--- src/rtl/fifo_pkg.sv ---
// rtl/fifo_pkg.sv - shared widths, skid depth and occupancy type for the FIFO read engine
package fifo_pkg;
  localparam int DATA_WIDTH_DEFAULT = 6;
  localparam int CNT_WIDTH_DEFAULT  = 16;
  localparam int SKID_DEPTH         = 2;

  typedef logic [1:0] occ_t;
endpackage

--- src/rtl/reader_skid_buf.sv ---
// rtl/reader_skid_buf.sv - 2-entry skid buffer: landing at occ-pop, shift-on-pop, occupancy counter
module reader_skid_buf
  import fifo_pkg::*;
#(
  parameter int DATA_WIDTH = DATA_WIDTH_DEFAULT
) (
  input  logic                  clk,
  input  logic                  rst_n,
  input  logic                  clear,
  input  logic                  land,
  input  logic [DATA_WIDTH-1:0] land_data,
  input  logic                  pop,
  output logic [1:0]            occ,
  output logic [DATA_WIDTH-1:0] head
);
  logic [DATA_WIDTH-1:0] entry [SKID_DEPTH];
  logic                  land_idx;

  // Landing slot accounts for the head leaving in the same cycle.
  assign land_idx = ((occ - occ_t'(pop)) == occ_t'(1));
  assign head     = entry[0];

  always_ff @(posedge clk or negedge rst_n) begin
    if (!rst_n) begin
      occ      <= '0;
      entry[0] <= '0;
      entry[1] <= '0;
    end else begin
      if (pop) entry[0] <= entry[1];
      // Placed after the shift so a landing into slot 0 wins over stale entry[1].
      if (land) entry[land_idx] <= land_data;
      if (clear) occ <= '0;
      else       occ <= occ + occ_t'(land) - occ_t'(pop);
    end
  end
endmodule

--- src/rtl/fifo_stream_reader.sv ---
// rtl/fifo_stream_reader.sv - FIFO read engine to valid/ready stream; STREAM_READER_STATS_EN adds word_cnt
module fifo_stream_reader
  import fifo_pkg::*;
#(
  parameter int DATA_WIDTH = DATA_WIDTH_DEFAULT
`ifdef STREAM_READER_STATS_EN
  , parameter int CNT_WIDTH = CNT_WIDTH_DEFAULT
`endif
) (
  input  logic                  clk,
  input  logic                  rst_n,
  input  logic                  fifo_empty,
  output logic                  fifo_rd_en,
  input  logic [DATA_WIDTH-1:0] fifo_data_out,
  output logic                  m_valid,
  output logic [DATA_WIDTH-1:0] m_data,
  input  logic                  m_ready,
  input  logic                  flush
`ifdef STREAM_READER_STATS_EN
  , output logic [CNT_WIDTH-1:0] word_cnt
`endif
);
  logic [1:0] occ;
  logic       inflight;
  logic       pop;
  logic       land;
  logic [2:0] pending;

  assign pop     = m_valid & m_ready;
  assign pending = {1'b0, occ} + {2'b0, inflight};

  // A pop frees a slot this cycle, so m_ready feeds rd_en directly for full throughput.
  assign fifo_rd_en = rst_n & ~fifo_empty & ~flush & ((pending < 3'd2) | pop);
  assign land       = inflight & ~flush;
  assign m_valid    = (occ != 2'd0);

  always_ff @(posedge clk or negedge rst_n) begin
    if (!rst_n) inflight <= 1'b0;
    else        inflight <= fifo_rd_en;
  end

  reader_skid_buf #(.DATA_WIDTH(DATA_WIDTH)) u_skid (
    .clk       (clk),
    .rst_n     (rst_n),
    .clear     (flush),
    .land      (land),
    .land_data (fifo_data_out),
    .pop       (pop),
    .occ       (occ),
    .head      (m_data)
  );

  // Buffered plus in-flight words must never exceed the skid depth.
  assert property (@(posedge clk) disable iff (!rst_n) pending <= 3'(SKID_DEPTH));

`ifdef STREAM_READER_STATS_EN
  always_ff @(posedge clk or negedge rst_n) begin
    if (!rst_n)   word_cnt <= '0;
    else if (pop) word_cnt <= word_cnt + CNT_WIDTH'(1);
  end
`endif
endmodule
--- config.mk ---
export PLATFORM = sky130hd
export DESIGN_NAME = fifo_stream_reader
export DESIGN_NICKNAME = d
export VERILOG_FILES = /design/src/rtl/fifo_pkg.sv /design/src/rtl/reader_skid_buf.sv /design/src/rtl/fifo_stream_reader.sv
export SDC_FILE = /design/constraint.sdc
export NUM_CORES = 1
export LEC_CHECK = 0
export ABC_AREA = 1
export ABC_CLOCK_PERIOD_IN_PS = 1200
export CORE_UTILIZATION = 60
export CTS_BUF_LIST = sky130_fd_sc_hd__clkbuf_8
export CTS_CLUSTER_SIZE = 8
export DETAILED_ROUTE_END_ITERATION = 6
export DONT_BUFFER_PORTS = 1
export PLACE_DENSITY = 0.76
export SLEW_MARGIN = 20
export SYNTH_ARGS = -nofsm -noshare
export SYNTH_HDL_FRONTEND = slang
export SYNTH_SLANG_ARGS = --single-unit
--- constraint.sdc ---
create_clock -name clk -period 1.2 [get_ports clk]
set_input_delay 0.18 -clock clk [delete_from_list [all_inputs] [get_ports clk]]
set_output_delay 0.18 -clock clk [all_outputs]
set_load 0.01 [all_outputs]
# Word level (Yosys, flattened, before mapping)
# Index checks and enable logic that the tools add are counted.
# op_classes
order_cmp	3
mux	6
eq_ne	1
bitwise	9
addsub	4
n_reduce_logical	2
# ops
operator	n
$bwmux W12	1
$mux W12	1
$mux W6	2
$demux W6 S1	1
$and A1 B1 Y1	5
$sub A2 B1 Y2	2
$add A2 B1 Y3	1
$lt A3 B2 Y1 const B	1
$add A2 B1 Y2	1
$eq A2 B1 Y1 const B	1
$ge A2 B2 Y1 const B	1
$lt A2 B1 Y1 const B	1
$mux W2	1
$not A1 Y1	2
$not A1 Y2	1
$reduce_bool A2 Y1	1
$logic_and A1 B1 Y1	1
$or A1 B1 Y1	1
# word_totals
register_bits	15
word_cells	29
output_inout_bits	8

# Logic depth before layout (Yosys ltp)
# depth
ltp_word	11
ltp_mapped	8
mapped_depth_nobuf	7

# Modules after synthesis
# From an unflattened synthesis, not the netlist that was laid out.
# hier_totals
cells_unflattened	113
hier_area_um2	858.3
# modules_own_cells
module	cells_per_inst	instances	area_each_um2
reader_skid_buf	101	1	779.5
fifo_stream_reader	12	1	78.8

# Worst setup path before layout
# OpenSTA, ideal clock, no wires.
# synth_timing
kind	reg-to-reg
startpoint	register inflight
endpoint	register u_skid.occ[0]
required_time_ns	1.087
path_buffers	1
stages_incl_launch_ff	7
arrival_ns	1.020
setup_time_ns	0.113
period_less_slack_ns	1.134
setup_slack_ns	0.066
cell_sequence	dfrtp_1 inv_1 nor2_8 buf_6 ha_1 inv_1 nor2_1
# synth_via
elab_chain_cells	4
# synth_lines
item	line	source
start, declared	fifo_stream_reader.sv:24	logic inflight;
start signal, assigned	fifo_stream_reader.sv:39	else inflight <= fifo_rd_en;
$and A1 B1 Y1	fifo_stream_reader.sv:34	assign land = inflight & ~flush;
via land	fifo_stream_reader.sv:26	logic land;
$add A2 B1 Y2	reader_skid_buf.sv:33	else occ <= occ + occ_t'(land) - occ_t'(pop);
$sub A2 B1 Y2	reader_skid_buf.sv:33	
$mux W2	reader_skid_buf.sv:32	if (clear) occ <= '0;
end signal, assigned	reader_skid_buf.sv:33	
end, declared	reader_skid_buf.sv:13	output logic [1:0] occ,
# The timed path passes the listed nets, and every way through them passes these cells.
# A chain may end at the register's enable or synchronous reset.

# Worst setup path after layout
# layout_timing
startpoint	register u_skid.occ[0]
endpoint	output fifo_rd_en
# layout_via
elab_chain_cells	4
word_cells_on_any_way	6
# layout_lines
item	line	source
$add A2 B1 Y3 / $reduce_bool A2 Y1 (equally long branches)	fifo_stream_reader.sv:30, fifo_stream_reader.sv:35	
$lt A3 B2 Y1 / $and A1 B1 Y1 (equally long branches)	fifo_stream_reader.sv:33, fifo_stream_reader.sv:29	
$or A1 B1 Y1 *	fifo_stream_reader.sv:33	assign fifo_rd_en = rst_n & ~fifo_empty & ~flush & ((pending < 3'd2) | pop);
$and A1 B1 Y1 *	fifo_stream_reader.sv:33	
end, declared	fifo_stream_reader.sv:13	output logic fifo_rd_en,
# Mark *: on every way between the ends. The rest lies on a longest branch, timed or not.

==> out/qor.csv <==
stage,metric,value,unit
outcome,status,finished with violations,
outcome,violations,negative setup slack,
grt,overflow,0,
synthesis,async_reset_ff_share,100,%
grt,grt.total_usage,25.3,%
hold_path,min_path_type,in -> reg,
timing,finalCritPeriodShare,103,%
timing,worst_slew_pin_slew,0.647,ns
hold_path,min_from,fifo_data_out[2],
setup_path,worst_ep_required_time,1.02,ns
setup_path,crit_fanout,3,
timing,min_period,1.23,ns
clock_tree,clk_pin_slew_worst_paths,0.07,ns
clock_tree,cts_tree,done,
floorplanning,core-area,0.00133,mm2
setup_path,crit_arrival,1.05,ns
synthesis,synth_enable_flop_cells,0,
power,switching_share,29.0,%
power,leakage,0.522,nW
synthesis,ys_ff_latch,15,
layout,area_growth,16.3,%
drt,drt_iter0_drc,29,
layout,final_cell_area,0.00103,mm2
layout,most-common-layout-cells,"nand2_1, dfrtp_1, nand3_1",
setup_path,rr_startpoint,u_skid.occ[0],
power,power.switching,353,uW
layout,mostFrequentLayoutCell,nand2_1,
place,io_buffers,0,
grt,grt_max_degree,16,
layout,fin_cells,124,
timing,whs,0.0637,ns
power,internal-power,864,uW
floorplanning,fp-row-count,13,
clock_tree,clock_path_buffers,2,
timing,tns,-0.0370,ns
layout,final_net_count,122,
power,seqPwrFrac,52.3,%
synthesis,syn_avg_cell_area,8.41,um2
layout,post-route-util,77.0,%
synthesis,synth_seq_area_share,42.5,%
job,cap_viol_max_count,0,
drt,ant_nets,0,
clock_tree,htree_levels,1,
clock_tree,clkSinkCount,15,
floorplanning,fp.dieH,40.4,um
layout,drive_gt1_share,30.3,%
power,peakVddDrop,0.792,mV
setup_path,cp-startpoint,u_skid.occ[0],
drt,vias,728,
clock_tree,clock-root-buffer,clkbuf_8,
drt,drc_errors,0,
drt,viasPerCell,5.87,
hold_path,min_path_cells,2,
timing,drv_slew,0,
timing,max_freq,811,MHz
power,p_clk_share,34.5,%
synthesis,synth_top_flop_cell,dfrtp_1,
place,placedCellCount,113,
power,power_frac_comb,13.2,%
timing,setup_ws,-0.0325,ns
layout,n_antenna_cell,0,
setup_path,r2r_cells,7,
timing,hold_violations,0,
floorplanning,pin_count,19,
floorplanning,dieArea,0.00163,mm2
grt,grt_pass1_vias,632,
timing,clock_skew,0.00593,ns
synthesis,synth_nets,117,
timing,rsz0062_at_grt,yes,
synthesis,syn_area,883,um2
place,placed_cell_area,842,um2
floorplanning,start_util,66.2,%
timing,relSlewSlack,56.7,%
clock_tree,insertion_delay,0.25,ns
floorplanning,die_x,40.4,um
drt,firstDrtPassIters,4,
synthesis,ys_types,18,
grt,grt_first_pass_wirelength,2.63,mm
grt,antenna_found_initial,0,
power,power.density,1180,mW/mm2
drt,wl_per_cell,15.2,um
setup_path,cp-end-kind,output port,
synthesis,yosysWarnings,0,
timing,setup_viol,2,
synthesis,postSynthCellCount,105,
setup_path,critPathKind,reg -> out,
place,gp_congestion,0.705,
drt,totalWireLength,1.89,mm
clock_tree,cts_made_buffers,3,
setup_path,cp-start-kind,register,
[layer usage]
metal / wire, um / up-vias / part of all wire, % / GRT usage (%)
met5: 0 / - / 0 / 0
met4: 8 / 0 / 0.42 / 7.50
met3: 169 / 2 / 9.0 / 6.67
met2: 914 / 37 / 48 / 36.9
met1: 793 / 348 / 42 / 36.1
li1: - / 341 / - / -
[what timing repair did]
| action | 4_1_cts | 5_1_grt |
|---|---|---|
| gates resized for setup | 8 | 15 |
| setup buffers | 4 | 1 |
| pin swaps | 1 | 7 |
| hold buffers | 2 | 0 |
| hold endpoints to repair | 16 | 0 |
| setup endpoints to repair | 3 | 9 |
[metrics by stage]
step	power, mW	setup WS [ns]
floorplan	0.812	0.0664
global placement	0.763	0.0348
detailed placement	0.769	-0.0328
CTS	1.19	-0.0431
global route	1.28	-0.0643
finish	1.22	-0.0325
[worst max-delay path, stage by stage (launching register included)]
cell	delay (ns)
dfrtp_2	0.46
inv_4	0.10
o21ai_2	0.06
a21oi_2	0.19
[synthesized netlist by cell type (3+ instances only)]
cell | count | area share [%]
nand4_1 | 6 | 4.2
inv_1 | 4 | 1.7
nand2_1 | 39 | 17
nor2_1 | 4 | 1.7
nand2_2 | 3 | 2.1
nand3_1 | 12 | 6.8
dfrtp_1 | 15 | 42
buf_4 | 6 | 5.1
inv_2 | 3 | 1.3
[cell families after synthesis]
| logic type | synth area share (%) |
|---|---|
| adders and majority gates | 1.42 |
| DFF | 42.5 |
| and+or+nand+nor | 42.8 |
| buffers and inverters | 10.6 |
| AOI/OAI and AO/OA | 2.69 |
[path summary, 6_finish.rpt]
kind / endpoint / slack [ns]
max: fifo_rd_en / -0.03
min: u_skid.head[2] / 0.06
max reg2reg: u_skid.occ[1] / 0
min reg2reg: register / 0.49
max in group asynchronous: u_skid.occ[0] / 0.35
min in group asynchronous: u_skid.head[5] / 0.39
[power by group through the flow]
stage / Combinational (mW) / Sequential, mW / Clock, mW
floorplan: 0.208 / 0.605 / 0
global placement: 0.124 / 0.638 / 0
detailed placement: 0.127 / 0.642 / 0
CTS: 0.147 / 0.634 / 0.414
global route: 0.185 / 0.645 / 0.450
finish: 0.161 / 0.636 / 0.419
[cell type report]
class | count | area (um2)
clock buffers | 3 | 41.3
clock inverters | 1 | 5.00
fillers | 94 | 307
inverters | 7 | 31.3
multi-input cells | 75 | 477
flip-flops and latches | 15 | 378
well taps | 15 | 18.8
repair buffers | 8 | 76.3
Power figures use the tool's default switching activity.
